`config.mk`:
```
export PLATFORM = sky130hd
export DESIGN_NAME = dcache_axi_engine
export DESIGN_NICKNAME = d
export VERILOG_FILES = /design/src/rtl/dcache_axi_engine_pkg.sv /design/src/rtl/dcache_axi_engine.sv
export SDC_FILE = /design/constraint.sdc
export NUM_CORES = 1
export LEC_CHECK = 0
export BUFFER_PORTS_ARGS = -buffer_cell sky130_fd_sc_hd__buf_4
export CORE_AREA = 2 2 295 297
export CTS_CLUSTER_DIAMETER = 30
export DETAILED_ROUTE_END_ITERATION = 7
export DIE_AREA = 0 0 297 299
export GPL_ROUTABILITY_DRIVEN = 0
export HOLD_SLACK_MARGIN = 0.12
export SYNTH_ARGS = -nofsm -noshare
export SYNTH_HDL_FRONTEND = slang
export SYNTH_SLANG_ARGS = --single-unit
```
`constraint.sdc`:
```
create_clock -name clk -period 12.6 [get_ports clk]
set_input_delay 1.89 -clock clk [delete_from_list [all_inputs] [get_ports clk]]
set_output_delay 1.89 -clock clk [all_outputs]
set_load 0.02 [all_outputs]
```
`src/rtl/dcache_axi_engine_pkg.sv`:
```
// Shared constants, state encoding and burst helpers for the dcache AXI refill/writeback engine.
package dcache_axi_engine_pkg;

   localparam int unsigned BEAT_W         = 32;
   localparam int unsigned LINE_BEATS_DEF = 8;

   localparam logic [2:0] AXI_SIZE_4B    = 3'b010;
   localparam logic [1:0] AXI_BURST_INCR = 2'b01;
   localparam logic [3:0] AXI_STRB_ALL   = 4'hF;

   typedef enum logic [2:0] {
      ST_IDLE  = 3'd0,
      ST_WB_AW = 3'd1,
      ST_WB_W  = 3'd2,
      ST_WB_B  = 3'd3,
      ST_RD_AR = 3'd4,
      ST_RD_R  = 3'd5,
      ST_DONE  = 3'd6
   } state_t;

   // AXI4 LEN field is beats-1
   function automatic logic [7:0] burst_len(input int unsigned beats);
      return 8'(beats - 1);
   endfunction

endpackage

```
`src/rtl/dcache_axi_engine.sv`:
```
// Dcache line engine: optional dirty-victim AXI write burst followed by a line refill read burst.
module dcache_axi_engine
   import dcache_axi_engine_pkg::*;
#(
   parameter int unsigned LINE_BEATS = LINE_BEATS_DEF,
   parameter logic [3:0]  AXI_ID     = 4'd1
) (
   input  logic                           clk,
   input  logic                           resetn,
   input  logic                           rd_req,
   input  logic [31:0]                    rd_addr,
   input  logic                           wr_req,
   input  logic [31:0]                    wr_addr,
   input  logic [BEAT_W*LINE_BEATS-1:0]   wb_line,
   output logic                           reload,
   output logic [BEAT_W*LINE_BEATS-1:0]   refill_line,
   output logic [3:0]                     arid,
   output logic [31:0]                    araddr,
   output logic [7:0]                     arlen,
   output logic [2:0]                     arsize,
   output logic [1:0]                     arburst,
   output logic                           arvalid,
   input  logic                           arready,
   input  logic [3:0]                     rid,
   input  logic [31:0]                    rdata,
   input  logic [1:0]                     rresp,
   input  logic                           rlast,
   input  logic                           rvalid,
   output logic                           rready,
   output logic [3:0]                     awid,
   output logic [31:0]                    awaddr,
   output logic [7:0]                     awlen,
   output logic [2:0]                     awsize,
   output logic [1:0]                     awburst,
   output logic                           awvalid,
   input  logic                           awready,
   output logic [31:0]                    wdata,
   output logic [3:0]                     wstrb,
   output logic                           wlast,
   output logic                           wvalid,
   input  logic                           wready,
   input  logic [1:0]                     bresp,
   input  logic                           bvalid,
   output logic                           bready
);

   localparam int unsigned     CNT_W     = $clog2(LINE_BEATS);
   localparam int unsigned     LINE_W    = BEAT_W * LINE_BEATS;
   localparam logic [CNT_W-1:0] LAST_BEAT = CNT_W'(LINE_BEATS - 1);

   state_t              state;
   logic [CNT_W-1:0]    cnt;
   logic [CNT_W-1:0]    cnt_inc;
   logic [31:0]         rd_addr_q;
   logic [31:0]         wr_addr_q;
   logic [LINE_W-1:0]   wb_line_q;
   logic                unused_ok;

   assign cnt_inc = cnt + CNT_W'(1);

   // Burst shape is fixed: one full line of 32-bit INCR beats
   assign arid    = AXI_ID;
   assign araddr  = rd_addr_q;
   assign arlen   = burst_len(LINE_BEATS);
   assign arsize  = AXI_SIZE_4B;
   assign arburst = AXI_BURST_INCR;
   assign awid    = AXI_ID;
   assign awaddr  = wr_addr_q;
   assign awlen   = burst_len(LINE_BEATS);
   assign awsize  = AXI_SIZE_4B;
   assign awburst = AXI_BURST_INCR;
   assign wstrb   = AXI_STRB_ALL;

   // Response id/status carry no information this engine acts on
   assign unused_ok = ^{rid, rresp, bresp};

   // Request capture and write-data staging; no reset needed
   always_ff @(posedge clk) begin
      if (state == ST_IDLE && rd_req) begin
         rd_addr_q <= rd_addr;
         if (wr_req) begin
            wr_addr_q <= wr_addr;
            wb_line_q <= wb_line;
            wdata     <= wb_line[BEAT_W-1:0];
         end
      end else if (state == ST_WB_W && wready) begin
         wdata <= wb_line_q[BEAT_W*int'(cnt_inc) +: BEAT_W];
      end
   end

   // Control FSM with registered channel outputs
   always_ff @(posedge clk or negedge resetn) begin
      if (!resetn) begin
         state       <= ST_IDLE;
         cnt         <= '0;
         arvalid     <= 1'b0;
         rready      <= 1'b0;
         awvalid     <= 1'b0;
         wvalid      <= 1'b0;
         wlast       <= 1'b0;
         bready      <= 1'b0;
         reload      <= 1'b0;
         refill_line <= '0;
      end else begin
         reload <= 1'b0;
         case (state)
            ST_IDLE: begin
               if (rd_req) begin
                  if (wr_req) begin
                     awvalid <= 1'b1;
                     state   <= ST_WB_AW;
                  end else begin
                     arvalid <= 1'b1;
                     state   <= ST_RD_AR;
                  end
               end
            end
            ST_WB_AW: begin
               if (awready) begin
                  awvalid <= 1'b0;
                  wvalid  <= 1'b1;
                  wlast   <= (LAST_BEAT == '0);
                  cnt     <= '0;
                  state   <= ST_WB_W;
               end
            end
            ST_WB_W: begin
               if (wready) begin
                  if (wlast) begin
                     wvalid <= 1'b0;
                     wlast  <= 1'b0;
                     bready <= 1'b1;
                     state  <= ST_WB_B;
                  end else begin
                     cnt   <= cnt_inc;
                     wlast <= (cnt_inc == LAST_BEAT);
                  end
               end
            end
            ST_WB_B: begin
               if (bvalid) begin
                  bready  <= 1'b0;
                  arvalid <= 1'b1;
                  state   <= ST_RD_AR;
               end
            end
            ST_RD_AR: begin
               if (arready) begin
                  arvalid <= 1'b0;
                  rready  <= 1'b1;
                  cnt     <= '0;
                  state   <= ST_RD_R;
               end
            end
            ST_RD_R: begin
               if (rvalid) begin
                  refill_line[BEAT_W*int'(cnt) +: BEAT_W] <= rdata;
                  cnt <= cnt_inc;
                  if (rlast) begin
                     rready <= 1'b0;
                     reload <= 1'b1;
                     state  <= ST_DONE;
                  end
               end
            end
            ST_DONE: state <= ST_IDLE;
            default: state <= ST_IDLE;
         endcase
      end
   end

endmodule
```
# Word level (Yosys, flattened, before mapping)
# Index checks and enable logic that the tools add are counted.
# op_classes
n_addsub,2
eq_ne,18
shift,3
muxes,47
reduce_logical,21
# op_table
operator,count
bitwise mux 256 bit,1
"variable shift 32 x 34 -> 256 bit, first input constant",1
indexed part select 256 x 9 -> 32 bit,1
indexed part select 32 x 34 -> 256 bit,1
two-way mux 32 bit,3
two-way mux 3 bit,14
negation 8 -> 34 bit,1
"!= test 2 bit, second input constant",12
two-way mux 1 bit,21
case mux 3 bit (6 select lines),1
AND reduction 4 bit,4
case mux 3 bit (4 select lines),1
case mux 1 bit (2 select lines),5
nonzero test 2 bit,5
"equality test 3 bit, second input constant",3
AND reduction 8 bit,1
"equality test 3 x 2 -> 1 bit, second input constant",2
AND reduction 2 bit,3
AND reduction 6 bit,1
AND reduction 5 bit,1
nonzero test 4 bit,1
"adder 3 x 1 -> 3 bit, second input constant",1
"equality test 3 x 1 -> 1 bit, second input constant",1
zero test 3 bit,1
4 further kinds,5
# word_totals
regBits,621
in_bits,370
elab_cells,105

# Logic depth before layout (Yosys ltp)
# depth
ltp_word,5
mapped_depth,9
depth_no_buf,6

# Worst setup path before layout
# OpenSTA, ideal clock, no wires.
# synth_path
path_type,input to register
from,in rd_req
to,reg wdata[0] (enable)
setup_time_ns,0.388
arrival_ns,9.850
t_required_ns,12.212
slack_ns,2.362
path_stages,5
n_path_buf,1
path_cell_list,nand2b_1 nor3_1 buf_2 and2_1 a21o_1
# synth_between
elab_chain_len,3
elab_cells_between_ends,4
classes_between,eq/ne: 1; reduce/logical: 3
# synth_rtl
item,line_no,text
"start, declared",dcache_axi_engine.sv:10,"input logic rd_req,"
logical AND 1 bit (*),dcache_axi_engine.sv:79,if (state == ST_IDLE && rd_req) begin
!= test 2 bit (no line) or nonzero test 2 bit (tied branches),n/a,
AND reduction 2 bit (no line) (*),n/a,
"end signal, assigned",dcache_axi_engine.sv:84,wdata <= wb_line[BEAT_W-1:0];
"end signal, assigned",dcache_axi_engine.sv:87,wdata <= wb_line_q[BEAT_W*int'(cnt_inc) +: BEAT_W];
"end, declared",dcache_axi_engine.sv:37,"output logic [31:0] wdata,"
# Mark *: on every way between the ends. The rest lies on a longest branch, timed or not.
# A chain may end at the register's enable or synchronous reset.

# Final worst setup path
# layout_path
from,in rd_req
to,"reg wr_addr_q[5], in the netlist awaddr[5] (enable)"
# layout_between
elab_chain_len,2
# layout_rtl
item,line_no,text
logical AND 1 bit,dcache_axi_engine.sv:79,
AND reduction 2 bit (no line),n/a,
"end signal, assigned",dcache_axi_engine.sv:82,wr_addr_q <= wr_addr;
"end, declared",dcache_axi_engine.sv:55,logic [31:0] wr_addr_q;
# No other way between the ends.

==> impl_metrics.env <==
export IMPL_final_common_cell="buf_4"
export IMPL_stdcell_area_um2=35220
export IMPL_via_per_inst=4.367
export IMPL_wl_per_cell_um=20.18
export IMPL_grt_ovfl_total=0
export IMPL_num_vias=14780
export IMPL_drive_gt1_share_pct=58.20
export IMPL_finalPower_uw=7459
export IMPL_async_flop_share_pct=43.32
export IMPL_synth_top_area_cell="edfxtp_1"
export IMPL_synth_area_um2=23840
export IMPL_cts_hold_buf=0
export IMPL_path_clk_slew_ps=40
export IMPL_synth_edff_count=352
export IMPL_pwr_density_cell_nw_per_um2=211.8
export IMPL_finalCritPeriodShare_pct=34.45
export IMPL_grt_usage_pct=15.09
export IMPL_dp_hpwl_mm=47.44
export IMPL_crit_type="primary input to register"
export IMPL_synth_seq_cells=621
export IMPL_drt_iter0_drc=738
export IMPL_clock_sinks=621
export IMPL_fin_skew_ps=39.08
export IMPL_syn_area_per_cell_um2=18.37
export IMPL_num_fill_cells=7864
export IMPL_grt_pass1_vias=16280
export IMPL_drc=0
export IMPL_placed_area_um2=30480
export IMPL_crit_path_start_kind="primary input"
export IMPL_dp_cells=3125
export IMPL_worstHoldPathType="register to register"
export IMPL_area_delta_synth_final_pct=47.75
export IMPL_dpl_worst_slack_ps=7531
export IMPL_report_final_slew_viol_count=0
export IMPL_timing_hold_violations_final=0
export IMPL_layout_setup_ws_ps=8259
export IMPL_antenna_found_initial=4
export IMPL_finalCriticalPeriod_ps=4341
export IMPL_synthCells=1298
export IMPL_clk_insertion_delay_late_ps=720
export IMPL_grt_pass1_wl_mm=100.4
export IMPL_worst_slew_pin_slew_ps=1113
export IMPL_pin_count=767
export IMPL_htreeDepth=4
export IMPL_die_h_um=299
export IMPL_rows=108
export IMPL_synth_distinct_cells=45
export IMPL_ys_seq_area_share_pct=72.57
export IMPL_final_antenna_net_count=0
export IMPL_cts_max_path_buffers=3
export IMPL_critical_path_required_ps=12910
export IMPL_final_net_count=2484
export IMPL_register_area_um2=17310
export IMPL_final_cell_mix="buf_4 (735), edfxtp_1 (352), dfrtp_1 (268)"
export IMPL_max_freq_mhz=230.4
export IMPL_cap_violations=0
export IMPL_start_util_pct=27.74
export IMPL_cts_resized=0
export IMPL_worst_ep_arrival_time_ps=4650
export IMPL_floorplan_die_area_um2=88800
export IMPL_portBuffers=720
export IMPL_crit_fanout=163
export IMPL_yosysWarnings=0
export IMPL_leakagePower_uw=0.01540
export IMPL_drt_first_pass_iters=4
export IMPL_wl_mm=68.28
export IMPL_ys_top_cells_by_area="edfxtp_1 (44%), dfrtp_1 (28%), mux2_2 (12%), mux4_2 (6.0%), and2_1 (1.7%)"
export IMPL_cp_end_kind="register"
export IMPL_dieWidth_um=297
export IMPL_ir_drop_v=0.0001313
export IMPL_status="finished, final reports clean"
export IMPL_synth_top_area_share_pct=44.34
export IMPL_cts_tree="yes"
export IMPL_root_buffer="clkbuf_16"
export IMPL_max_slew_margin_pct=25.78
export IMPL_rsz0062_at_grt="false"
export IMPL_grt_start_max_net_pins=164
export IMPL_core_area_um2=85940
export IMPL_cts_setup_buffers=0
export IMPL_synth_ff_type="edfxtp_1"
export IMPL_multiInputGateArea_um2=6155
export IMPL_numCtsBuffers=137
export IMPL_finalSetupTns_ps=0
export IMPL_finalSetupViolations=0
export IMPL_fin_cells=3383
[power breakdown]
group	internal (uW)	leakage [uW]	switching (uW)
combinational	595	0.00620	741
clock	2360	0.00229	1180
sequential	2450	0.00691	131
total	5410	0.0154	2050
[layer usage]
metal / track usage [%] / vias up / wire [um]
li1: - / 6505 / -
met1: 16.50 / 7493 / 25310
met2: 25.30 / 629 / 34280
met5: 0 / - / 27
met4: 7.335 / 4 / 2490
met3: 6.332 / 144 / 6177
[path summary, 6_finish.rpt]
path                                  from               end  slack [ps]  cells after the start
hold reg to reg            refill_line[73]   refill_line[73]         490                      1
setup / recovery                    rd_req         awaddr[5]        8260                      6
max in group asynchronous           resetn            cnt[0]        8680                      3
hold / removal             refill_line[73]   refill_line[73]         490                      1
min in group asynchronous           resetn  refill_line[181]        1220                      1
setup reg to reg                  state[0]         awaddr[5]        8730                      5
[logic make-up after synthesis]
group / count (synthesis) / share of synthesized area, %
adder cells (fa/ha/maj): 5 / 0.2624
AND/OR/NAND/NOR: 144 / 3.427
flip-flops: 621 / 72.57
buffers and inverters: 106 / 2.540
XOR/XNOR: 1 / 0.03674
multiplexers: 355 / 19.61
AO/OA/AOI/OAI: 64 / 1.517
other: 2 / 0.03150
[stage by stage]
| stage | utilization, % | hold WS, ps |
|---|---|---|
| final | 40.99 | 489.7 |
| after global routing | 40.98 | 511.1 |
| after CTS | 40.98 | 490.0 |
| after detailed placement | 35.46 | 480.4 |
| after global placement | 35.46 | 474.3 |
| after floorplan | - | 572.9 |
[final cells by class]
cell class	instances	area share, %
antenna	3	0.02131
clock buffer	175	10.71
clock inverter	80	2.742
inverter	5	0.05328
multi-input combinational	607	17.47
sequential	621	49.13
tap	1155	4.103
timing repair buffer	737	15.76
[critical path: stages]
cell      delay (ps)
buf_4             90
nand2b_1          90
nor3_2           160
and2_4           690
buf_4            780
buf_12           590
[sequential cells by signal, summed over array words and instances, names as in the netlist]
register and count:
wlast 1, rready 1, bready 1, cnt 3, refill_line 256, awaddr 32
state 3, wdata 32, reload 1, wb_line_q 256, wvalid 1, araddr 32
awvalid 1, arvalid 1
[synth_stat cells, types with 4 or more instances]
cell type	number
buf_2	19
nor2_1	8
inv_1	5
ha_1	5
buf_4	43
edfxtp_1	352
o21ai_0	39
buf_1	9
mux2_2	254
nand2_1	41
nor2b_1	5
dfrtp_1	269
mux2i_1	34
mux4_2	64
a21oi_1	8
nand2b_1	4
and2_1	66
clkbuf_1	27
No activity file was read; power rests on OpenSTA's default activity.
